### src/rtl/text_console_pkg.sv
// text_console_pkg: states, control/opcode bytes and printable range for text_console_ctrl
package text_console_pkg;
  typedef enum logic [3:0] {
    S_IDLE, S_ESC, S_P_COL, S_P_ROW, S_P_CHR, S_P_ATR, S_G_COL, S_G_ROW, S_A_ATR, S_CLEAR
  } state_t;
  localparam logic [7:0] C_ESC = 8'h1B;
  localparam logic [7:0] OP_P  = 8'h50;
  localparam logic [7:0] OP_G  = 8'h47;
  localparam logic [7:0] OP_A  = 8'h41;
  localparam logic [7:0] OP_C  = 8'h43;
  localparam logic [7:0] C_LF  = 8'h0A;
  localparam logic [7:0] C_CR  = 8'h0D;
  localparam logic [7:0] C_BS  = 8'h08;
  localparam logic [7:0] PR_LO = 8'h20;
  localparam logic [7:0] PR_HI = 8'h7E;
  localparam logic [7:0] FILL  = 8'h20;
  function automatic logic is_print(input logic [7:0] b);
    return b >= PR_LO && b <= PR_HI;
  endfunction
endpackage

### src/rtl/console_clear_sweep.sv
// console_clear_sweep: row-major col/row sweep over the whole grid, column fastest
// Ports: clk_i/rst_i clock and sync reset; start_i begins a sweep at (0,0);
//        busy_o high while sweeping; done_o high during the last cell; col_o/row_o current cell.
module console_clear_sweep #(
  parameter int N_COL = 80,
  parameter int N_ROW = 30,
  parameter int COL_W = 7,
  parameter int ROW_W = 5
) (
  input  logic             clk_i,
  input  logic             rst_i,
  input  logic             start_i,
  output logic             busy_o,
  output logic             done_o,
  output logic [COL_W-1:0] col_o,
  output logic [ROW_W-1:0] row_o
);
  logic             r_busy;
  logic [COL_W-1:0] r_col;
  logic [ROW_W-1:0] r_row;
  logic             w_col_end;
  assign w_col_end = r_col == COL_W'(N_COL - 1);
  assign done_o    = r_busy && w_col_end && r_row == ROW_W'(N_ROW - 1);
  assign busy_o    = r_busy;
  assign col_o     = r_col;
  assign row_o     = r_row;
  always_ff @(posedge clk_i) begin
    if (rst_i) begin
      r_busy <= 1'b0;
      r_col  <= '0;
      r_row  <= '0;
    end else if (start_i) begin
      r_busy <= 1'b1;
      r_col  <= '0;
      r_row  <= '0;
    end else if (r_busy) begin
      r_col <= w_col_end ? '0 : r_col + COL_W'(1);
      if (w_col_end) r_row <= done_o ? '0 : r_row + ROW_W'(1);
      if (done_o) r_busy <= 1'b0;
    end
  end
endmodule

### src/rtl/text_console_ctrl.sv
// text_console_ctrl: UART byte stream to character/attribute buffer writes with cursor and ESC commands
// Ports: clk_i/rst_i clock and sync reset; rx_valid_i/rx_data_i UART byte (rising edge of valid accepted);
//        wr_en_o/col_o/row_o/char_o/attr_o buffer write; cur_col_o/cur_row_o cursor;
//        busy_o clear sweep active; overrun_o pulse for a byte dropped during the sweep.
module text_console_ctrl import text_console_pkg::*; #(
  parameter int                N_COL        = 80,
  parameter int                N_ROW        = 30,
  parameter int                COL_W        = 7,
  parameter int                ROW_W        = 5,
  parameter int                CHAR_W       = 7,
  parameter int                ATTR_W       = 8,
  parameter logic [ATTR_W-1:0] DEFAULT_ATTR = 8'h0F,
  parameter int                TIMEOUT_CYC  = 25_000
) (
  input  logic              clk_i,
  input  logic              rst_i,
  input  logic              rx_valid_i,
  input  logic [7:0]        rx_data_i,
  output logic              wr_en_o,
  output logic [COL_W-1:0]  col_o,
  output logic [ROW_W-1:0]  row_o,
  output logic [CHAR_W-1:0] char_o,
  output logic [ATTR_W-1:0] attr_o,
  output logic [COL_W-1:0]  cur_col_o,
  output logic [ROW_W-1:0]  cur_row_o,
  output logic              busy_o,
  output logic              overrun_o
);
  localparam int TO_W = $clog2(TIMEOUT_CYC + 1);
  state_t             r_state, w_next;
  logic               r_prev, r_wr, r_ovr;
  logic [TO_W-1:0]    r_to;
  logic [COL_W-1:0]   r_ccol, r_col, r_pcol, w_clamp_col, w_scol;
  logic [ROW_W-1:0]   r_crow, r_row, r_prow, w_clamp_row, w_srow, w_row_inc;
  logic [CHAR_W-1:0]  r_chr, r_pchr;
  logic [ATTR_W-1:0]  r_attr, r_wattr;
  logic               w_acc, w_to, w_start, w_busy, w_done, w_col_end;
  assign w_acc       = rx_valid_i && !r_prev;
  assign w_to        = !w_acc && r_to == TO_W'(TIMEOUT_CYC - 1);
  assign w_clamp_col = 32'(rx_data_i) >= N_COL ? COL_W'(N_COL - 1) : COL_W'(rx_data_i);
  assign w_clamp_row = 32'(rx_data_i) >= N_ROW ? ROW_W'(N_ROW - 1) : ROW_W'(rx_data_i);
  assign w_col_end   = r_ccol == COL_W'(N_COL - 1);
  assign w_row_inc   = r_crow == ROW_W'(N_ROW - 1) ? '0 : r_crow + ROW_W'(1);
  console_clear_sweep #(.N_COL(N_COL), .N_ROW(N_ROW), .COL_W(COL_W), .ROW_W(ROW_W)) u_sweep (
    .clk_i(clk_i), .rst_i(rst_i), .start_i(w_start),
    .busy_o(w_busy), .done_o(w_done), .col_o(w_scol), .row_o(w_srow)
  );
  // The sweep owns the write port while busy; both sources are registers.
  assign wr_en_o   = r_wr || w_busy;
  assign col_o     = w_busy ? w_scol : r_col;
  assign row_o     = w_busy ? w_srow : r_row;
  assign char_o    = w_busy ? CHAR_W'(FILL) : r_chr;
  assign attr_o    = w_busy ? r_attr : r_wattr;
  assign cur_col_o = r_ccol;
  assign cur_row_o = r_crow;
  assign busy_o    = w_busy;
  assign overrun_o = r_ovr;
  always_comb begin
    w_next  = r_state;
    w_start = 1'b0;
    if (r_state == S_CLEAR) w_next = w_done ? S_IDLE : S_CLEAR;
    else if (w_acc) begin
      case (r_state)
        S_IDLE:  w_next = rx_data_i == C_ESC ? S_ESC : S_IDLE;
        S_ESC: begin
          w_next  = rx_data_i == OP_P ? S_P_COL :
                    rx_data_i == OP_G ? S_G_COL :
                    rx_data_i == OP_A ? S_A_ATR :
                    rx_data_i == OP_C ? S_CLEAR : S_IDLE;
          w_start = rx_data_i == OP_C;
        end
        S_P_COL: w_next = S_P_ROW;
        S_P_ROW: w_next = S_P_CHR;
        S_P_CHR: w_next = S_P_ATR;
        S_G_COL: w_next = S_G_ROW;
        default: w_next = S_IDLE;
      endcase
    end else if (w_to && r_state != S_IDLE) w_next = S_IDLE;
  end
  always_ff @(posedge clk_i) begin
    if (rst_i) begin
      r_state <= S_IDLE;
      r_prev  <= 1'b0;
      r_to    <= '0;
      r_wr    <= 1'b0;
      r_ovr   <= 1'b0;
      r_ccol  <= '0;
      r_crow  <= '0;
      r_col   <= '0;
      r_row   <= '0;
      r_chr   <= '0;
      r_pcol  <= '0;
      r_prow  <= '0;
      r_pchr  <= '0;
      r_attr  <= DEFAULT_ATTR;
      r_wattr <= DEFAULT_ATTR;
    end else begin
      r_state <= w_next;
      r_prev  <= rx_valid_i;
      r_wr    <= 1'b0;
      r_ovr   <= w_acc && r_state == S_CLEAR;
      r_to    <= (r_state == S_IDLE || r_state == S_CLEAR || w_acc || w_to) ? '0 : r_to + TO_W'(1);
      if (r_state == S_CLEAR && w_done) begin
        r_ccol <= '0;
        r_crow <= '0;
      end
      if (w_acc) begin
        case (r_state)
          S_IDLE: begin
            if (is_print(rx_data_i)) begin
              r_wr    <= 1'b1;
              r_col   <= r_ccol;
              r_row   <= r_crow;
              r_chr   <= CHAR_W'(rx_data_i);
              r_wattr <= r_attr;
              r_ccol  <= w_col_end ? '0 : r_ccol + COL_W'(1);
              if (w_col_end) r_crow <= w_row_inc;
            end else if (rx_data_i == C_LF) begin
              r_ccol <= '0;
              r_crow <= w_row_inc;
            end else if (rx_data_i == C_CR) r_ccol <= '0;
            else if (rx_data_i == C_BS && r_ccol != '0) r_ccol <= r_ccol - COL_W'(1);
          end
          S_P_COL, S_G_COL: r_pcol <= w_clamp_col;
          S_P_ROW: r_prow <= w_clamp_row;
          S_P_CHR: r_pchr <= CHAR_W'(rx_data_i);
          S_P_ATR: begin
            r_wr    <= 1'b1;
            r_col   <= r_pcol;
            r_row   <= r_prow;
            r_chr   <= r_pchr;
            r_wattr <= ATTR_W'(rx_data_i);
          end
          S_G_ROW: begin
            r_ccol <= r_pcol;
            r_crow <= w_clamp_row;
          end
          S_A_ATR: r_attr <= ATTR_W'(rx_data_i);
          default: ;
        endcase
      end
    end
  end
endmodule

### config.mk
export PLATFORM = sky130hd
export DESIGN_NAME = text_console_ctrl
export DESIGN_NICKNAME = d
export VERILOG_FILES = /design/src/rtl/text_console_pkg.sv /design/src/rtl/console_clear_sweep.sv /design/src/rtl/text_console_ctrl.sv
export SDC_FILE = /design/constraint.sdc
export NUM_CORES = 1
export LEC_CHECK = 0
export CORE_ASPECT_RATIO = 1.25
export CORE_MARGIN = 5
export CORE_UTILIZATION = 52
export DETAILED_ROUTE_END_ITERATION = 8
export PLACE_DENSITY = 0.84
export SETUP_SLACK_MARGIN = 0.1
export SLEW_MARGIN = 40
export SYNTH_ARGS = -nofsm -noshare
export SYNTH_HDL_FRONTEND = slang
export SYNTH_SLANG_ARGS = --single-unit
### constraint.sdc
create_clock -name clk_i -period 2.1 [get_ports clk_i]
set_input_delay 0.63 -clock clk_i [delete_from_list [all_inputs] [get_ports clk_i]]
set_output_delay 0.63 -clock clk_i [all_outputs]
set_load 0.01 [all_outputs]
# Word-level counts from Yosys, hierarchy flattened
# Index checks and enable logic that the tools add are counted.
dict set report totals {
  ff_bits 101
  in_bits 11
  out_inout_bits 42
  word_cells 131
}
dict set report classes {
  add_sub_neg 6
  n_lt_le_gt_ge 4
  n_eq_ne 23
  mux 49
  bitwise 1
  reduce_logical 30
}
# cell count
set ops {}
lappend ops {{7-bit 2-to-1 mux} 13}
lappend ops {{5-bit 2-to-1 mux} 10}
lappend ops {{7-bit one-hot mux with 2 select lines} 3}
lappend ops {{8-bit by 7-bit == test with 1-bit output (second input constant)} 4}
lappend ops {{4-bit 2-to-1 mux} 8}
lappend ops {{8-bit by 4-bit == test with 1-bit output (second input constant)} 3}
lappend ops {{4-bit one-hot mux with 6 select lines} 1}
lappend ops {{5-bit one-hot mux with 2 select lines} 2}
lappend ops {{4-bit by 3-bit == test with 1-bit output (second input constant)} 4}
lappend ops {{8-bit 2-to-1 mux} 2}
lappend ops {{8-bit one-hot mux with 2 select lines} 1}
lappend ops {{15-bit by 1-bit adder with 15-bit output (second input constant)} 1}
lappend ops {{15-bit == test (second input constant)} 1}
lappend ops {{7-bit by 1-bit adder with 7-bit output (second input constant)} 2}
lappend ops {{7-bit == test (second input constant)} 2}
lappend ops {{5-bit by 1-bit adder with 5-bit output (second input constant)} 2}
lappend ops {{5-bit == test (second input constant)} 2}
lappend ops {{2-bit AND reduction} 5}
lappend ops {{1-bit logical AND} 9}
lappend ops {{4-bit by 2-bit == test with 1-bit output (second input constant)} 2}
lappend ops {{4-bit == test (second input constant)} 2}
lappend ops {{8-bit by 5-bit == test with 1-bit output (second input constant)} 1}
lappend ops {{8-bit by 5-bit greater-or-equal comparator with 1-bit output (second input constant)} 1}
lappend ops {{8-bit by 6-bit greater-or-equal comparator with 1-bit output (second input constant)} 1}
lappend ops {{17 further kinds} 31}

# Longest topological paths before layout
dict set report logic_depth {
  depth_word 11
  mapped_depth 9
  ltp_nobuf 8
}

# By module
# Synthesis repeated with hierarchy kept, for this count alone.
dict set report hier_totals {
  cells_unflattened 649
  area_unflattened_um2 5550.3
}
# module instances cells_each area_per_inst_um2 seq_area_each_um2
set by_module_without_submodules {}
lappend by_module_without_submodules {text_console_ctrl 1 567 4819.6 1761.7}
lappend by_module_without_submodules {console_clear_sweep 1 82 730.7 260.2}

# Worst setup path before layout
# Ideal clock, no wire load.
dict set report synth_path {
  path_type {input to register}
  start {input rx_data_i[4]}
  end {register u_sweep.r_row[1], in the netlist u_sweep.row_o[1]}
  arrival_time_ns 2.188
  t_required_ns 2.014
  setup_slack_ns -0.173
  path_stages 8
  path_buffers 2
  cell_sequence {clkbuf_1 -> nor2_1 -> and4b_1 -> and4_1 -> or2_2 -> clkbuf_1 -> nand2b_1 -> a211oi_1}
}
dict set report synth_between {
  elab_chain_len 5
}
# element line
set synth_rtl {}
lappend synth_rtl {{start: declaration} text_console_ctrl.sv:18} ;# input logic [7:0] rx_data_i,
lappend synth_rtl {{8-bit by 7-bit == test with 1-bit output} text_console_ctrl.sv:70} ;# w_start = rx_data_i == OP_C;
lappend synth_rtl {{1-bit 2-to-1 mux} text_console_ctrl.sv:63} ;# case (r_state)
lappend synth_rtl {{1-bit 2-to-1 mux} text_console_ctrl.sv:62} ;# else if (w_acc) begin
lappend synth_rtl {{1-bit 2-to-1 mux} text_console_ctrl.sv:61} ;# if (r_state == S_CLEAR) w_next = w_done ? S_IDLE : S_CLEAR;
lappend synth_rtl {{2-bit OR reduction (no source line)} -}
lappend synth_rtl {{end signal: assignment} console_clear_sweep.sv:38} ;# if (w_col_end) r_row <= done_o ? '0 : r_row + ROW_W'(1);
lappend synth_rtl {{end: declaration} console_clear_sweep.sv:20} ;# logic [ROW_W-1:0] r_row;
# No other way between the ends.
# A chain may end at the register's enable or synchronous reset.

# Worst setup path in the final report
dict set report layout_path {
  start {register r_state[1]}
  end {register r_col[5]}
}
dict set report layout_between {
  elab_chain_len 3
  elab_cells_between_ends 6
  classes_between {eq/ne: 2; mux: 1; reduce/logical: 3}
}
# element line
set layout_rtl {}
lappend layout_rtl {{start: declaration} text_console_ctrl.sv:30} ;# state_t r_state, w_next;
lappend layout_rtl {{start signal: assignment} text_console_ctrl.sv:98} ;# r_state <= w_next;
lappend layout_rtl {{4-bit zero test / 4-bit by 3-bit == test with 1-bit output (equally long branches)} text_console_ctrl.sv:108} ;# case (r_state)
lappend layout_rtl {{2-bit by 1-bit inequality test with 1-bit output (no source line) / 2-bit nonzero test (equally long branches)} -}
lappend layout_rtl {{3-bit AND reduction (no source line)} -}
lappend layout_rtl {{end signal: assignment} text_console_ctrl.sv:112} ;# r_col <= r_ccol;
lappend layout_rtl {{end signal: assignment} text_console_ctrl.sv:129} ;# r_col <= r_pcol;
lappend layout_rtl {{end: declaration} text_console_ctrl.sv:33} ;# logic [COL_W-1:0] r_ccol, r_col, r_pcol, w_clamp_col, w_scol;
# Parallel ways exist; a longest one is shown, timed or not.

==> metrics <==
status=complete, but fails checks; violated checks=setup timing; cts bufs inserted=9; final WL=18.9 mm; Synth Flop Type=dfxtp_1; worst skew pair latency=0.36 ns; 1st-iter DRT viols=432; Slowest-stage cell, CP=or4_4; Tcrit/Tclk final=102%; syn_nets=673; via count=5715; Worst-Margin Slew=0.485 ns; RD Place Congestion=0.919; root buf cell=clkbuf_16; share of the synthesized area in the top cell type=36.9%; Initial Util=52.4%; RSZ-0062 raised after global routing=yes; grt ovf=0; Row Count=42; CTS tree=done; Placed Cells incl. Taps=882; cell leakage power=3.16 nW; Synth area leaders=dfxtp_1, nor2_1, mux2i_1, mux2_2, a211oi_2; Hold Path End=r_to[0]; ys async rst share=0%; Port-buffer cells=52; DP Area=6710 um2; worst-path fanout max=7; die area=12700 um2; Final Hold Viols=0; Pwr Total=4.74 mW; Yosys top cell by area=dfxtp_1; Synth Cell Area=5480 um2; Distinct cells, synth=59; nets=817; GRT Resource Usage Total=27.4%; Final Slew Violations=0; EDFF count, synth=0; Via-to-Cell Ratio=6.12; Hold-fix buffers, CTS=0; Final Util=76.3%; Setup WS post-layout=-0.0426 ns; CORE AREA=10500 um2; pwr/cell area=593 nW/um2; Critical Path, Cell by Cell=or4_4 -> a2111oi_4 -> nor2_2 -> nor2_4 -> buf_6 -> buf_6 -> buf_12 -> nor2_1 -> a211oi_2; TNS Setup=-0.0521 ns; Final Non-Filler Cells=934; R2R depth=9; Critical Path Start Type=flip-flop; H-tree Lvls=3; peak supply drop=408 uV; first-pass GRT wire length=27.7 mm; Placement Setup Slack=-0.699 ns; hold path depth=1; CP arrival=2.40 ns; min-delay src=r_to[0]; flops & latches, synth=101; reg2reg start=r_state[1]; Worst Path Required=2.36 ns; # DRC=0; post-route ant nets=0; share of cells above drive strength 1=39.4%; fmax=0.467 GHz; vias in the first global route=5490; Avg Cell Area, Syn=8.39 um2; cell area after layout=7980 um2; Worst Clk Skew=0.0110 ns; Hold Slack=0.452 ns; initial antenna violation count=0; number of synthesis warnings=0; Post-Syn Instances=653; Crit path top cell by count=buf_6; drt pass-1 iters=5; largest net degree at the start of global routing=41; die height=125 um; Hold Crit Class=reg -> reg; Ports=53; Die X=102 um; Max-slew headroom=67.7%; clock sinks=101; r2r endpoint=r_col[5]; DR WL/cell=20.2 um; clk slew on worst S/H paths=0.07 ns; max cap viols=0; internal reg-to-reg setup slack=-0.04 ns; Longest Clk Path Bufs=2; ANT cells=0; Seq/Total Area, Yosys=36.9%; CP peak stage delay=0.55 ns; CP endpoint kind=flip-flop; fin crit period=2.14 ns; DP HPWL=11.6 mm; Setup CP Type=reg -> reg; # setup viols final=2; Syn-to-layout area delta=45.7%
-- cells by family (layout without fill, tap and decap cells) --
kind of cell               after synthesis  after routing  synth area share, %
buffers and inverters                   65            213                 5.07
DFF                                    101            101                 36.9
muxes                                   52             52                 10.0
xor gates and xnor gates                24             24                 3.84
and+or+nand+nor                        280            281                 25.3
adders and majority gates                9              9                 2.05
AOI/OAI and AO/OA                      122            122                 16.9
-- cell type report --
| class | count | area, um2 |
|---|---|---|
| Clock buffer | 10 | 229 |
| Clock inverter | 6 | 135 |
| Fill cell | 634 | 2470 |
| Inverter | 13 | 48.8 |
| Multi-Input combinational cell | 488 | 3630 |
| Sequential cell | 101 | 2060 |
| Tap cell | 132 | 165 |
| Timing Repair Buffer | 184 | 1710 |
-- state kept, by name (all words and copies together), names as in the netlist, 4 cells and up --
signal	count
r_wattr	8
cur_col_o	7
r_pcol	7
r_row	5
u_sweep.row_o	5
cur_row_o	5
r_attr	8
r_prow	5
r_col	7
r_pchr	7
r_to	15
u_sweep.col_o	7
r_state	4
r_chr	7
-- Yosys cell counts, types with 3 or more instances --
cell type and number:
a211oi_2 17, mux2i_1 30, and4_1 4, clkbuf_1 36
a211oi_1 10, and2_1 3, nor2b_1 11, ha_1 9
or2_2 7, xnor2_1 7, nand4b_1 3, a22o_1 3
nor2_1 118, dfxtp_1 101, inv_1 13, a21oi_1 30
o21ai_0 21, a211o_1 12, buf_2 9, buf_1 3
nand4_1 8, o211ai_1 4, nor4_1 4, and3_1 11
nand2b_1 6, xor2_1 17, nand2_1 41, a31oi_1 3
nor3_1 17, a41oi_1 3, nor3b_1 6, mux2_2 22
nand3_1 23, a221oi_1 5, or3_1 3
-- critical path: cells and delay by family (launching register included) --
family	cells	cell delay, ns
buf+inv	3	0.36
simple gates	4	0.85
flops	1	0.35
compound gates	2	0.49
-- how the worst max path moves through the flow --
stage | depth (start not counted) | slack [ns] | start | endpoint
global route | 9 | -0.13 | r_state[1] | r_col[5]
global placement | 7 | -0.68 | rx_data_i[4] | r_row[1]
CTS | 3 | -0.05 | u_sweep.busy_o | attr_o[2]
floorplan | 8 | -0.04 | rx_data_i[4] | cur_col_o[6]
detailed placement | 7 | -0.70 | rx_data_i[4] | r_row[1]
finish | 9 | -0.04 | r_state[1] | r_col[5]
-- power by group --
group / switching [mW] / leakage, nW / internal [mW]
sequential: 0.0405 / 0.828 / 1.95
clock: 0.764 / 0.169 / 1.29
combinational: 0.357 / 2.17 / 0.341
-- what timing repair did --
| item | 4_1_cts | 5_1_grt |
|---|---|---|
| cloned | 4 | 4 |
| endpoints found under the setup margin | 124 | 92 |
| buffers inserted | 16 | 13 |
| pin swaps | 40 | 30 |
| gates resized for setup | 173 | 134 |
-- layout by cell type, fill, tap and decap left out, types with 7 or more instances in the layout --
master / instances
nor2_1: 111
buf_4: 103
dfxtp_1: 85
nand2_1: 39
buf_6: 38
mux2i_1: 27
a211oi_2: 24
a21oi_1: 23
nand3_1: 20
xor2_1: 17
mux2_4: 16
inv_1: 13
clkbuf_16: 13
nor3_1: 12
clkdlybuf4s50_1: 12
a211o_1: 11
nor2b_1: 10
dfxtp_2: 10
o21ai_0: 9
and3_1: 8
nand4_1: 8
ha_1: 8
buf_2: 8
o21ai_1: 7
xnor2_1: 7
-- layer usage --
metal,track usage [%],vias up,share of wire (%)
li1,-,2589,-
met1,33.1,2758,37
met2,46.5,298,53
met3,4.76,70,6.6
met4,12.8,0,4.1
met5,0,-,0
Note: power is estimated with default switching activity, not from simulation.
==> RTL edit 1 (same flow settings) <==
Make the reset (`rst_i`) asynchronous in 2 clocked blocks. Comments in the files are not updated.
--- a/src/rtl/console_clear_sweep.sv
+++ b/src/rtl/console_clear_sweep.sv
@@ -24,7 +24,7 @@
   assign busy_o    = r_busy;
   assign col_o     = r_col;
   assign row_o     = r_row;
-  always_ff @(posedge clk_i) begin
+  always_ff @(posedge clk_i or posedge rst_i) begin
     if (rst_i) begin
       r_busy <= 1'b0;
       r_col  <= '0;
--- a/src/rtl/text_console_ctrl.sv
+++ b/src/rtl/text_console_ctrl.sv
@@ -77,7 +77,7 @@
       endcase
     end else if (w_to && r_state != S_IDLE) w_next = S_IDLE;
   end
-  always_ff @(posedge clk_i) begin
+  always_ff @(posedge clk_i or posedge rst_i) begin
     if (rst_i) begin
       r_state <= S_IDLE;
       r_prev  <= 1'b0;
Check against the original RTL: differs if rst_i is asserted again (counterexample within 4 cycles, from zero or initial values and one cycle with rst_i high); with rst_i held inactive, the same outputs for 4 cycles.
==> RTL edit 1 against the original RTL <==
The run still ends with setup timing left; final area grew 1.8%; sequential cell count is the same; register-to-register slack gained 0.10 ns; largest cell class unchanged; die area grew 3.8%; hold slack gained 0.027 ns; area after synthesis grew 4.2%; cell count shrank 5.4%; routed wire length grew 2.3%; clock skew grew 0.0032 ns; highest routed layer unchanged; setup slack lost 0.027 ns.
Power is not compared: it rests on default switching activity, and its combinational part moved more than twofold at a synthesized area within 25%.
==> RTL edit 1: results (changes against the original RTL) <==
** Outcome
- Status: finished with violations (unchanged).
- Violations in the final reports :: setup timing (unchanged)

** GRT
- GRT Util Overall :: 26.5% (was 27.4%)
- M1 GR Usage :: 32.1% (was 33.1%)
- Met3 usage :: 4.99% (was 4.76%)

** Setup path
- Cell family contributing the most delay on the critical path :: flip-flops (was simple AND/OR/NAND/NOR gates)
- Critical path's slowest cell :: dfrtp_2 (was or4_4)
- Peak per-stage delay on the critical path :: 0.45 ns (was 0.55 ns)

** Detailed routing
- The met3 wirelength from detailed routing came to 1.53 mm (was 1.24 mm).
- The wire length on met1 is 7.01 mm (was 6.93 mm).
- The wire length per cell after detailed routing is 21.9 microns (was 20.2 microns).

** STA
- The worst hold slack is 0.479 ns (was 0.452 ns).
- Setup TNS :: -0.880 ns (was -0.0521 ns)
- Number of setup violations in the final report :: 19 (was 2)
- The slack of the critical path was -0.0694 ns (was -0.0426 ns).

** Min path
- The endpoint of the worst hold path was r_to[0]$_DFF_PP0_ (was r_to[0]$_SDFF_PP0_).

** Placed design
- The half-perimeter wire length of the detailed placement result came to 11.6 mm (about the same).
- The worst setup slack before clock tree synthesis was -0.626 ns (was -0.699 ns).
- The global placement routability congestion was 0.897 (was 0.919).
- Cell area reported after detailed placement :: 0.00703 sq mm (was 0.00671 sq mm)

** Finish
- Multi-input comb cells :: 441 (was 488)
- The count of plain and timing-repair buffers in the layout is 183 (was 184).
- Clock network area share :: 3.71% (was 4.56%)
- The area overhead of the layout relative to synthesis was 42.4% (was 45.7%).

** Yosys
- Top cells by area in the synthesized netlist: dfrtp_1 41%, mux2_2 6.7%, mux2i_1 5.1% (was dfxtp_1 37%, nor2_1 8.1%, mux2i_1 5.5%).
- Post-Synth Adder-Cell Area :: 1.97% (was 2.05%)
- Number of distinct library cell variants in the gate-level netlist after synthesis :: 69 (was 59)
- The sequential fraction of the synthesis area was 44.4% (was 36.9%).
-- RTL edit 1: cells by family after synthesis --
group                    Yosys count
XOR/XNOR                          19
adder cells (fa/ha/maj)            9
buffers and inverters             45
AO/OA/AOI/OAI                    124
flip-flops                       101
AND/OR/NAND/NOR                  226
multiplexers                      63
-- RTL edit 1: what timing repair did --
item | 4_1_cts | 5_1_grt
pin swaps | 11 | 32
cloned | 3 | 2
gates resized for setup | 194 | 74
setup buffers | 16 | 23
setup endpoints to repair | 120 | 84
-- RTL edit 1: power by group --
| part | internal (mW) | total (mW) | switching [mW] | leakage [nW] |
|---|---|---|---|---|
| combinational | 0.777 | 1.59 | 0.810 | 2.20 |
| sequential | 2.19 | 2.41 | 0.219 | 1.28 |
| clock | 0.966 | 1.74 | 0.770 | 0.143 |
| total | 3.93 | 5.73 | 1.80 | 3.62 |
==> RTL edit 2 (same settings) <==
Without the edit above. The parameter `ATTR_W` goes from 8 to 10.
--- a/src/rtl/text_console_ctrl.sv
+++ b/src/rtl/text_console_ctrl.sv
@@ -8,7 +8,7 @@
   parameter int                COL_W        = 7,
   parameter int                ROW_W        = 5,
   parameter int                CHAR_W       = 7,
-  parameter int                ATTR_W       = 8,
+  parameter int                ATTR_W       = 10,
   parameter logic [ATTR_W-1:0] DEFAULT_ATTR = 8'h0F,
   parameter int                TIMEOUT_CYC  = 25_000
 ) (
Interface: changed (resized attr_o); port bits go from 53 to 55. No check against the original RTL was run, so the function may have changed too.
==> RTL edit 2 against the original RTL <==
Routed wire length is 7.3% lower; setup slack gained 0.10 ns; non-clock buffer count down 35; final area fell by 7.2%; sequential share of layout area up 1.8 points; total power is 10% lower; sequential cell count did not move; area after synthesis fell by 1.6%; count of clock-buffer cells in the layout unchanged; largest power group is now registers; highest routed layer unchanged.
==> RTL edit 2: results (changes against the original RTL) <==
** Yosys
- Sequential-to-total area share from yosys stat :: 37.5% (was 36.9%)
- Top cells by area in the synthesized netlist: dfxtp_1 38%, mux2i_1 6.7%, nor2_1 6.5% (was dfxtp_1 37%, nor2_1 8.1%, mux2i_1 5.5%).
- Number of standard cells after synthesis :: 627 (was 653)

** STA
- The shortest clock period the worst path allows after layout came to 2.04 ns (was 2.14 ns).
- The worst clock skew was 0.00746 ns (was 0.0110 ns).
- The worst slew margin relative to its limit was 60.7% (was 67.7%).

** GRT
- Global-route wire length before repair :: 26.4 mm (was 27.7 mm)
- The met3 global-route usage was 5.49% (was 4.76%).
- GRT Util Overall :: 26.3% (was 27.4%)
- Met2 usage :: 44.8% (was 46.5%)

** Outcome
- Status :: finished clean (was finished with violations)

** Finish
- The multi-input gate area in the final layout is 0.00353 sq mm (was 0.00363 sq mm).
- Fraction of final layout cells sized beyond drive strength 1 :: 32.4% (was 39.4%)
- Multi-input comb cells :: 469 (was 488)
- The final net count was 764 (was 817).
- Fillers :: 642 (was 634)
- The data-path buffer share of cell area in the final layout was 17.9% (was 21.5%).
- The sequential standard cell area was 0.00205 sq mm (was 0.00206 sq mm).

** Detailed routing
- The total length of routed wires came to 17.5 mm (was 18.9 mm).
- The routed length on met2 is 8.68 mm (was 9.97 mm).
- Number of vias per cell after detailed routing :: 6.28 (was 6.12)
- Routed length on met3 :: 1.30 mm (was 1.24 mm)

** Power
- Relative contribution of sequential cells to total power :: 46.6% (was 42.0%)
- Static leakage :: 2.93 nW (was 3.16 nW)

** Placed design
- The worst setup slack before clock tree synthesis came to -0.660 ns (was -0.699 ns).
- The number of placed instances with taps included came to 848 (was 882).

** Setup path
- The stage delay of the slowest cell on the critical path is 0.58 ns (was 0.55 ns).
RTL edit 2: metrics by stage:
| step | total power [mW] | area [sq um] | utilization, % |
|---|---|---|---|
| 2_1_floorplan | 2.26 | 5450 | - |
| 3_3_place_gp | 2.48 | 6620 | 65.5 |
| 3_5_place_dp | 2.50 | 6620 | 65.5 |
| 4_1_cts | 4.19 | 7170 | 70.9 |
| 5_1_grt | 4.36 | 7410 | 73.3 |
| 6_report | 4.25 | 7410 | 73.3 |
RTL edit 2: repair_timing:
action                                  CTS  global route
buffers inserted                          3             6
resized for setup                       164            70
endpoints found under the hold margin     0             0
cloned                                    3             2
endpoints found under the setup margin  110            81
pin swaps                                11            12
RTL edit 2: cells by family after synthesis:
kind of cell             Yosys count  synth area share, %
buffers and inverters             59                 4.50
AO/OA/AOI/OAI                    117                 16.4
XOR/XNOR                          24                 3.90
flip-flops                       101                 37.5
AND/OR/NAND/NOR                  259                 24.4
other                              1               0.0696
adder cells (fa/ha/maj)            9                 2.09
multiplexers                      57                 11.1
